===== src/rtl/gshare_spec_pred_if.sv =====
// Fetch/resolve bus of the gshare predictor: prediction request and branch update.
// The master side is the pipeline; the slave side is the predictor.
interface gshare_spec_pred_if #(
  parameter int unsigned IDX_W  = 5,
  parameter int unsigned HIST_W = 5
);
  logic [IDX_W-1:0]  w_radr;
  logic              w_rvld;
  logic              w_pred;
  logic [HIST_W-1:0] w_phist;
  logic              w_we;
  logic [IDX_W-1:0]  w_wadr;
  logic [HIST_W-1:0] w_uhist;
  logic              w_tkn;
  logic              w_mispred;
  logic              w_busy;

  modport master (
    output w_radr, w_rvld, w_we, w_wadr, w_uhist, w_tkn, w_mispred,
    input  w_pred, w_phist, w_busy
  );

  modport slave (
    input  w_radr, w_rvld, w_we, w_wadr, w_uhist, w_tkn, w_mispred,
    output w_pred, w_phist, w_busy
  );
endinterface


===== src/rtl/gshare_spec_pred.sv =====
// Gshare direction predictor with a speculative global history, mispredict repair
// and a post-reset sweep that initialises every counter.
module gshare_spec_pred #(
  parameter int unsigned IDX_W    = 5,
  parameter int unsigned HIST_W   = 5,
  parameter int unsigned CNT_W    = 2,
  parameter int unsigned INIT_CNT = 1
) (
  input logic                 w_clk,
  input logic                 w_rst_n,
  gshare_spec_pred_if.slave   bus
);

  localparam int unsigned Depth = 1 << IDX_W;

  typedef enum logic [0:0] {StInit, StRun} state_e;

  state_e            state_q, state_d;
  logic [IDX_W-1:0]  sweep_q, sweep_d;
  logic              busy_q, busy_d;
  logic [HIST_W-1:0] bhr_q, bhr_d;

  logic [CNT_W-1:0]  mem_q [Depth];

  logic [IDX_W-1:0]  ridx, widx, mem_wadr;
  logic [CNT_W-1:0]  rcnt, wcnt, mem_wdata;
  logic              mem_we;
  logic              pred;

  always_comb begin
    ridx = bus.w_radr ^ IDX_W'(bhr_q);
    rcnt = mem_q[ridx];
    pred = (state_q == StRun) && rcnt[CNT_W-1];
    // Update indexes with the history the branch was predicted under, not the current one.
    widx = bus.w_wadr ^ IDX_W'(bus.w_uhist);
    wcnt = mem_q[widx];
  end

  always_comb begin
    state_d   = state_q;
    sweep_d   = sweep_q;
    busy_d    = busy_q;
    bhr_d     = bhr_q;
    mem_we    = 1'b0;
    mem_wadr  = widx;
    mem_wdata = wcnt;
    unique case (state_q)
      StInit: begin
        mem_we    = 1'b1;
        mem_wadr  = sweep_q;
        mem_wdata = CNT_W'(INIT_CNT);
        sweep_d   = sweep_q + IDX_W'(1);
        if (&sweep_q) begin
          state_d = StRun;
          busy_d  = 1'b0;
        end
      end
      StRun: begin
        if (bus.w_we) begin
          mem_we = 1'b1;
          if (bus.w_tkn && !(&wcnt)) begin
            mem_wdata = wcnt + CNT_W'(1);
          end else if (!bus.w_tkn && (wcnt != '0)) begin
            mem_wdata = wcnt - CNT_W'(1);
          end
        end
        // Repair wins over a same-cycle wrong-path prediction shift.
        if (bus.w_we && bus.w_mispred) begin
          bhr_d = HIST_W'({bus.w_tkn, bus.w_uhist} >> 1);
        end else if (bus.w_rvld) begin
          bhr_d = HIST_W'({pred, bhr_q} >> 1);
        end
      end
    endcase
  end

  always_ff @(posedge w_clk or negedge w_rst_n) begin
    if (!w_rst_n) begin
      state_q <= StInit;
      sweep_q <= '0;
      busy_q  <= 1'b1;
      bhr_q   <= '0;
    end else begin
      state_q <= state_d;
      sweep_q <= sweep_d;
      busy_q  <= busy_d;
      bhr_q   <= bhr_d;
    end
  end

  // Table is not reset; the sweep after reset release initialises it.
  always_ff @(posedge w_clk) begin
    if (mem_we) begin
      mem_q[mem_wadr] <= mem_wdata;
    end
  end

  assign bus.w_pred  = pred;
  assign bus.w_phist = bhr_q;
  assign bus.w_busy  = busy_q;

endmodule


===== src/flat_wrapper.sv =====
// flat-port wrapper written by rule: the top's interface ports become plain ports
module gshare_spec_pred_flat 
#(
  parameter int unsigned IDX_W    = 5,
  parameter int unsigned HIST_W   = 5,
  parameter int unsigned CNT_W    = 2,
  parameter int unsigned INIT_CNT = 1
)
  (w_clk, w_rst_n, bus_w_radr, bus_w_rvld, bus_w_we, bus_w_wadr, bus_w_uhist, bus_w_tkn, bus_w_mispred, bus_w_pred, bus_w_phist, bus_w_busy);
  gshare_spec_pred_if #(.IDX_W(IDX_W), .HIST_W(HIST_W)) bus_i ();
  input logic w_clk;
  input logic w_rst_n;
  input wire logic [$bits(bus_i.w_radr)-1:0] bus_w_radr;
  input wire logic [$bits(bus_i.w_rvld)-1:0] bus_w_rvld;
  input wire logic [$bits(bus_i.w_we)-1:0] bus_w_we;
  input wire logic [$bits(bus_i.w_wadr)-1:0] bus_w_wadr;
  input wire logic [$bits(bus_i.w_uhist)-1:0] bus_w_uhist;
  input wire logic [$bits(bus_i.w_tkn)-1:0] bus_w_tkn;
  input wire logic [$bits(bus_i.w_mispred)-1:0] bus_w_mispred;
  output wire logic [$bits(bus_i.w_pred)-1:0] bus_w_pred;
  output wire logic [$bits(bus_i.w_phist)-1:0] bus_w_phist;
  output wire logic [$bits(bus_i.w_busy)-1:0] bus_w_busy;
  assign bus_i.w_radr = bus_w_radr;
  assign bus_i.w_rvld = bus_w_rvld;
  assign bus_i.w_we = bus_w_we;
  assign bus_i.w_wadr = bus_w_wadr;
  assign bus_i.w_uhist = bus_w_uhist;
  assign bus_i.w_tkn = bus_w_tkn;
  assign bus_i.w_mispred = bus_w_mispred;
  assign bus_w_pred = bus_i.w_pred;
  assign bus_w_phist = bus_i.w_phist;
  assign bus_w_busy = bus_i.w_busy;
  gshare_spec_pred #(.IDX_W(IDX_W), .HIST_W(HIST_W), .CNT_W(CNT_W), .INIT_CNT(INIT_CNT)) u_core (.w_clk(w_clk), .w_rst_n(w_rst_n), .bus(bus_i));
endmodule

===== config.mk =====
export PLATFORM = sky130hd
export DESIGN_NAME = gshare_spec_pred_flat
export DESIGN_NICKNAME = d
export VERILOG_FILES = /design/src/rtl/gshare_spec_pred_if.sv /design/src/rtl/gshare_spec_pred.sv /design/src/flat_wrapper.sv
export SDC_FILE = /design/constraint.sdc
export NUM_CORES = 1
export LEC_CHECK = 0
export ABC_AREA = 1
export CAP_MARGIN = 20
export CORE_ASPECT_RATIO = 1.2
export CORE_MARGIN = 5
export CORE_UTILIZATION = 35
export CTS_CLUSTER_SIZE = 10
export DETAILED_ROUTE_END_ITERATION = 16
export SETUP_SLACK_MARGIN = 0.2
export SLEW_MARGIN = 10
export SYNTH_ARGS = -nofsm -noshare
export SYNTH_HDL_FRONTEND = slang
export SYNTH_SLANG_ARGS = --single-unit

===== constraint.sdc =====
create_clock -name w_clk -period 3.3 [get_ports w_clk]
set_input_delay 0.495 -clock w_clk [delete_from_list [all_inputs] [get_ports w_clk]]
set_output_delay 0.495 -clock w_clk [all_outputs]
set_load 0.01 [all_outputs]

# Yosys cells after proc, flatten, opt, wreduce, memory -nomap -nowiden
# Memories as Yosys holds them, arrays and structs flattened.
# Index checks and enable logic that the tools add are counted.
# word_totals
ramBits	64
memories	1
word_cells	36
regBits	12
output_inout_bits	7
inputBits	21
# op_classes
add_sub_neg	3
bitwise	3
n_mux	13
reduce_logical	12
# memory_table
memory	depth	width	rd	rd_ports_with_merged_regs	wr	line	rtl
u_core.mem_q	32	2	2	0	1	gshare_spec_pred.sv:23	logic [CNT_W-1:0] mem_q [Depth];
# ops
cell	n
$mux W5	3
$xor A5 B5 Y5	2
$mux W2	3
$reduce_and A6 Y1	1
$add A5 B1 Y5 const B	1
$mux W1	5
$reduce_and A5 Y1	1
$logic_and A1 B1 Y1	4
$pmux W2 S2	1
$reduce_and A2 Y1	2
$reduce_bool A2 Y1	2
$add A2 B1 Y2 const B	1
$logic_not A1 Y1	2
$pmux W1 S2	1
$sub A2 B1 Y2 const B	1
$not A1 Y1	1

# Depth between registers and ports, before layout
# An unclocked memory read counts as a cell.
# logic_depth
ltp_word	8
depth_mapped	19
ltp_nobuf	18

# Worst setup path after synthesis
# OpenSTA, ideal clock, no wires.
# synth_timing
path_type	input to register
from	in bus_w_wadr[0]
to	mem u_core.mem_q[0][1], data pin
t_required_ps	3029
slack_ps	546
cell_stages	19
n_path_buf	1
arrival_time_ps	2483
setup_time_ps	271
path_cell_list	inv_1 -> nand2_1 -> nand2_1 -> buf_2 -> nand2_1 -> nand3_1 -> nand3_1 -> nand3_1 -> nand3_1 -> nand2_2 -> clkinv_2 -> ha_1 -> nor2_1 -> inv_1 -> a21oi_1 -> inv_1 -> nand3_1 -> nand3_1 -> inv_1
# synth_between
elab_chain_cells	8
word_cells_on_any_way	13
classes_between	add/sub: 2; mux: 4; bitwise: 1; reduce/logical: 5; memory: 1
# synth_lines
item	line	rtl
start, declared	flat_wrapper.sv:16	input wire logic [$bits(bus_i.w_wadr)-1:0] bus_w_wadr;
$xor A5 B5 Y5 (*)	gshare_spec_pred.sv:35	widx = bus.w_wadr ^ IDX_W'(bus.w_uhist);
$mem_v2 Z32 W2 (*)	n/a	
parallel branches: the longest is 4 deep, another holds $sub A2 B1 Y2	n/a	
$mux W2 (*)	gshare_spec_pred.sv:59	if (bus.w_we) begin
$pmux W2 S2 (*)	gshare_spec_pred.sv:47	unique case (state_q)
via u_core.mem_wdata[1]	gshare_spec_pred.sv:26	logic [CNT_W-1:0] rcnt, wcnt, mem_wdata;
end, declared	gshare_spec_pred.sv:23	
# Mark *: on every way through the listed nets, which the timed path passes.

# Worst setup path after layout
# layout_timing
from	in bus_w_uhist[0]
to	mem u_core.mem_q[18][1], data pin
# layout_between
elab_chain_cells	8
word_cells_on_any_way	13
classes_between	add/sub: 2; mux: 4; bitwise: 1; reduce/logical: 5; memory: 1
# layout_lines
item	line	rtl
start, declared	flat_wrapper.sv:17	input wire logic [$bits(bus_i.w_uhist)-1:0] bus_w_uhist;
$xor A5 B5 Y5 (*)	gshare_spec_pred.sv:35	
$mem_v2 Z32 W2 (*)	n/a	
parallel branches: the longest is 4 deep, another holds $sub A2 B1 Y2	n/a	
$mux W2 (*)	gshare_spec_pred.sv:59	
$pmux W2 S2 (*)	gshare_spec_pred.sv:47	
via u_core.mem_wdata[1]	gshare_spec_pred.sv:26	
# Marked as above.

==> summary.txt <==
Global routing
  – Largest net degree at the start of global routing: 34
  – Global routing's busiest layer: met2
  – Met2 Usage GRT: 26.6%
  – Grt total ovfl: 0
  – Antenna violations before repair: 0
  – Met3 global-route usage: 4.22%
  – Gr usage total: 15.9%
  – First-pass GRT wire length: 16700 µm
  – Vias in the first global route: 3285
  – Met1 Use GR: 19.4%

Final layout
  – Antenna cells: 0
  – Fin cells: 628
  – NumNets Final: 517
  – Most frequent cells in the layout: nand2_1 (135), nand3_1 (96), edfxtp_1 (64), nor2_1 (46), inv_1 (31)
  – Commonest non-fill, non-tap cell in the layout: nand2_1
  – Area added between synthesis and finish: 27.0%
  – Share of cells above drive strength 1: 12.1%

Logic synthesis
  – Cells after Synth: 446
  – Share of flip-flops with an asynchronous set or reset: 15.8%
  – Ys Warns: 0
  – Sequential share of the synthesized area: 56.2%
  – Mapped Nets: 471
  – EDFF count, synth: 64
  – Cell area after synthesis: 3960 µm²
  – Synthesized flop and latch total: 76
  – Ys flop type: edfxtp_1
  – Netlist cell types: 27
  – Post-Syn Area per Cell: 8.87 µm²

Clocking
  – CTS tree: yes
  – Clock latency on the worst-skew pair: 340 ps
  – CTS Sinks: 76
  – CTS Hold Bufs: 0
  – Inserted Clock Buffers: 9
  – Worst-case clock buffer depth: 2
  – Post-CTS setup buffers: 0
  – Clock slew seen by the registers of the worst setup and hold paths: 60 ps
  – Root Buffer Master: clkbuf_16
  – H-tree depth: 3

Floorplanning
  – Die Width: 107 µm
  – Io pins: 28
  – Initial core utilization: 35.8%
  – Die Y: 126 µm
  – Core ar.: 11000 µm²
  – Num rows: 42
  – Die area: 13500 µm²

Setup path
  – CP Class: primary input to flip-flop
  – Startpoint Class: primary input
  – Worst EP required: 3490 ps
  – Slowest stage delay, CP: 450 ps
  – Cell mode on critical path: nand3_1
  – Critical path, cell by cell: clkdlybuf4s50_1 -> inv_1 -> nand2_1 -> nand2_4 -> clkbuf_16 -> nand2_1 -> nand3_1 -> nand3_1 -> nand3_1 -> nand3_1 -> nand2_1 -> inv_1 -> ha_1 -> nor2_1 -> inv_1 -> a21oi_2 -> inv_1 -> nand3_1 -> nand3_1 -> inv_2 -> buf_12
  – Endpoint class of the critical path: flip-flop
  – Slowest-stage cell, CP: clkdlybuf4s50_1
  – WP data arrival: 3110 ps
  – CP max FO: 16

Timing
  – Final worst-path cycle share: 88.4%
  – Slew at the pin with the worst max-slew slack: 562 ps
  – Max Clk Rate: 0.343 GHz
  – RSZ-0062 raised after global routing: no
  – Final Max Slew Viols: 0
  – Final Skew: 4.30 ps
  – Slew HR: 62.4%
  – Count of final setup violators: 0
  – Post-route setup slack: 383 ps
  – TNS Setup: 0 ps
  – Hold Violations, Final: 0
  – Fin crit period: 2920 ps

Routing
  – DR DRC count: 0
  – Via count: 3356
  – Drt wl/cell: 17.4 µm
  – Drt total wl: 11000 µm
  – Final ANT Viol Nets: 0
  – Avg Vias per Cell: 5.34
  – DRT Pass-1 Iters: 4
  – Initial DRC Count: 254

Power
  – Clk pwr share: 33.1%
  – Register share of total power: 40.4%
  – Pint: 2.05 mW
  – Leak: 2.02 nW
  – P per Cell Area: 578 nW/µm²
  – Gate power share: 26.5%
  – Maximum vdd drop: 220 µV
  – Sw frac: 29.4%
  – Psw: 853 µW

Placement
  – Gpl congestion: 0.864
  – Port bufs: 27
  – Placed Instances: 607
  – Post-DP HPWL: 7310 µm
  – Place WS: -53.7 ps

Run status
  – Outcome: finished, final reports clean

Flow run
  – Max_cap viols: 0

Min path
  – Hold Path Class: flip-flop to flip-flop
## cell families after synthesis
logic type,count (synthesis),synth area share [%]
adder cells (fa/ha/maj),4,1.27
flip-flops,76,56.2
AND/OR/NAND/NOR,291,31.7
AO/OA/AOI/OAI,17,2.44
buffers and inverters,46,4.97
XOR/XNOR,12,3.42
## metal layers
layer | vias up | wire length, µm
met5 | - | 0
met4 | 0 | 178
met3 | 15 | 599
met2 | 127 | 5540
met1 | 1624 | 4640
li1 | 1590 | -
## worst max-delay path, delay by kind of cell
family                     cells  cell delay, ps
adders and majority gates      1             170
AOI/OAI and AO/OA              1             160
buffers and inverters          8            1260
and+or+nand+nor               11            1040
## per-stage QoR
stage	utilization (%)	power [mW]	instance area, µm²	hold WS [ps]
6_report	45.5	2.90	5020	454
3_3_place_gp	40.9	1.87	4520	441
3_5_place_dp	40.9	1.88	4520	447
5_1_grt	45.5	3.03	5020	462
4_1_cts	43.6	2.84	4810	456
2_1_floorplan	-	1.57	3960	199
## power groups by stage
stage	Clock, mW	Sequential, mW	Combinational [mW]
after detailed placement	0	1.19	0.689
after floorplan	0	1.19	0.377
final	0.961	1.17	0.769
after global placement	0	1.19	0.685
after CTS	0.976	1.17	0.695
after global routing	1.01	1.18	0.843
## final cells by class
class,count,area [µm²]
multi-input combinational,324,1610
clock buffer,9,225
inverter,34,129
sequential,76,2220
fill,1040,6010
timing repair buffer,47,607
clock inverter,6,65.1
tap,132,165
## registers in the layout, summed over array words and instances (netlist names)
name / count
u_core.bus.w_busy: 1
u_core.bus.w_phist: 5
u_core.mem_q: 64
u_core.state_q: 1
u_core.sweep_q: 5
## cell usage after synthesis (4+ instances only)
| library cell | number | share of area, % |
|---|---|---|
| nand2_1 | 137 | 13 |
| nand3_1 | 97 | 12 |
| edfxtp_1 | 64 | 49 |
| nor2_1 | 47 | 4.5 |
| inv_1 | 32 | 3.0 |
| dfrtp_1 | 11 | 7.0 |
| buf_2 | 9 | 1.1 |
| xnor2_1 | 6 | 1.3 |
| nand2_2 | 5 | 0.79 |
| o21ai_0 | 5 | 0.63 |
| a21oi_1 | 4 | 0.51 |
| a31oi_1 | 4 | 0.63 |
| ha_1 | 4 | 1.3 |
| nand3_2 | 4 | 1.0 |
## path summary, 6_finish.rpt
kind | start | end | slack [ps] | cells past startpoint
worst max-delay path | bus_w_uhist[0] | u_core.mem_q[18][1] | 380 | 21
worst min register to register | u_core.bus.w_busy | u_core.bus.w_busy | 450 | 2
worst min-delay path | u_core.bus.w_busy | u_core.bus.w_busy | 450 | 2
min in group asynchronous | w_rst_n | u_core.sweep_q[2] | 520 | 1
max in group asynchronous | w_rst_n | u_core.bus.w_busy | 2410 | 1
worst max register to register | u_core.state_q | u_core.mem_q[25][1] | 940 | 6
## repair_timing
| action | 4_1_cts | 5_1_grt |
|---|---|---|
| setup endpoints to repair | 1 | 65 |
| gates cloned | 0 | 6 |
| gates resized for setup | 1 | 15 |
| pin swaps | 0 | 3 |
Note: power is estimated with default switching activity, not from simulation.
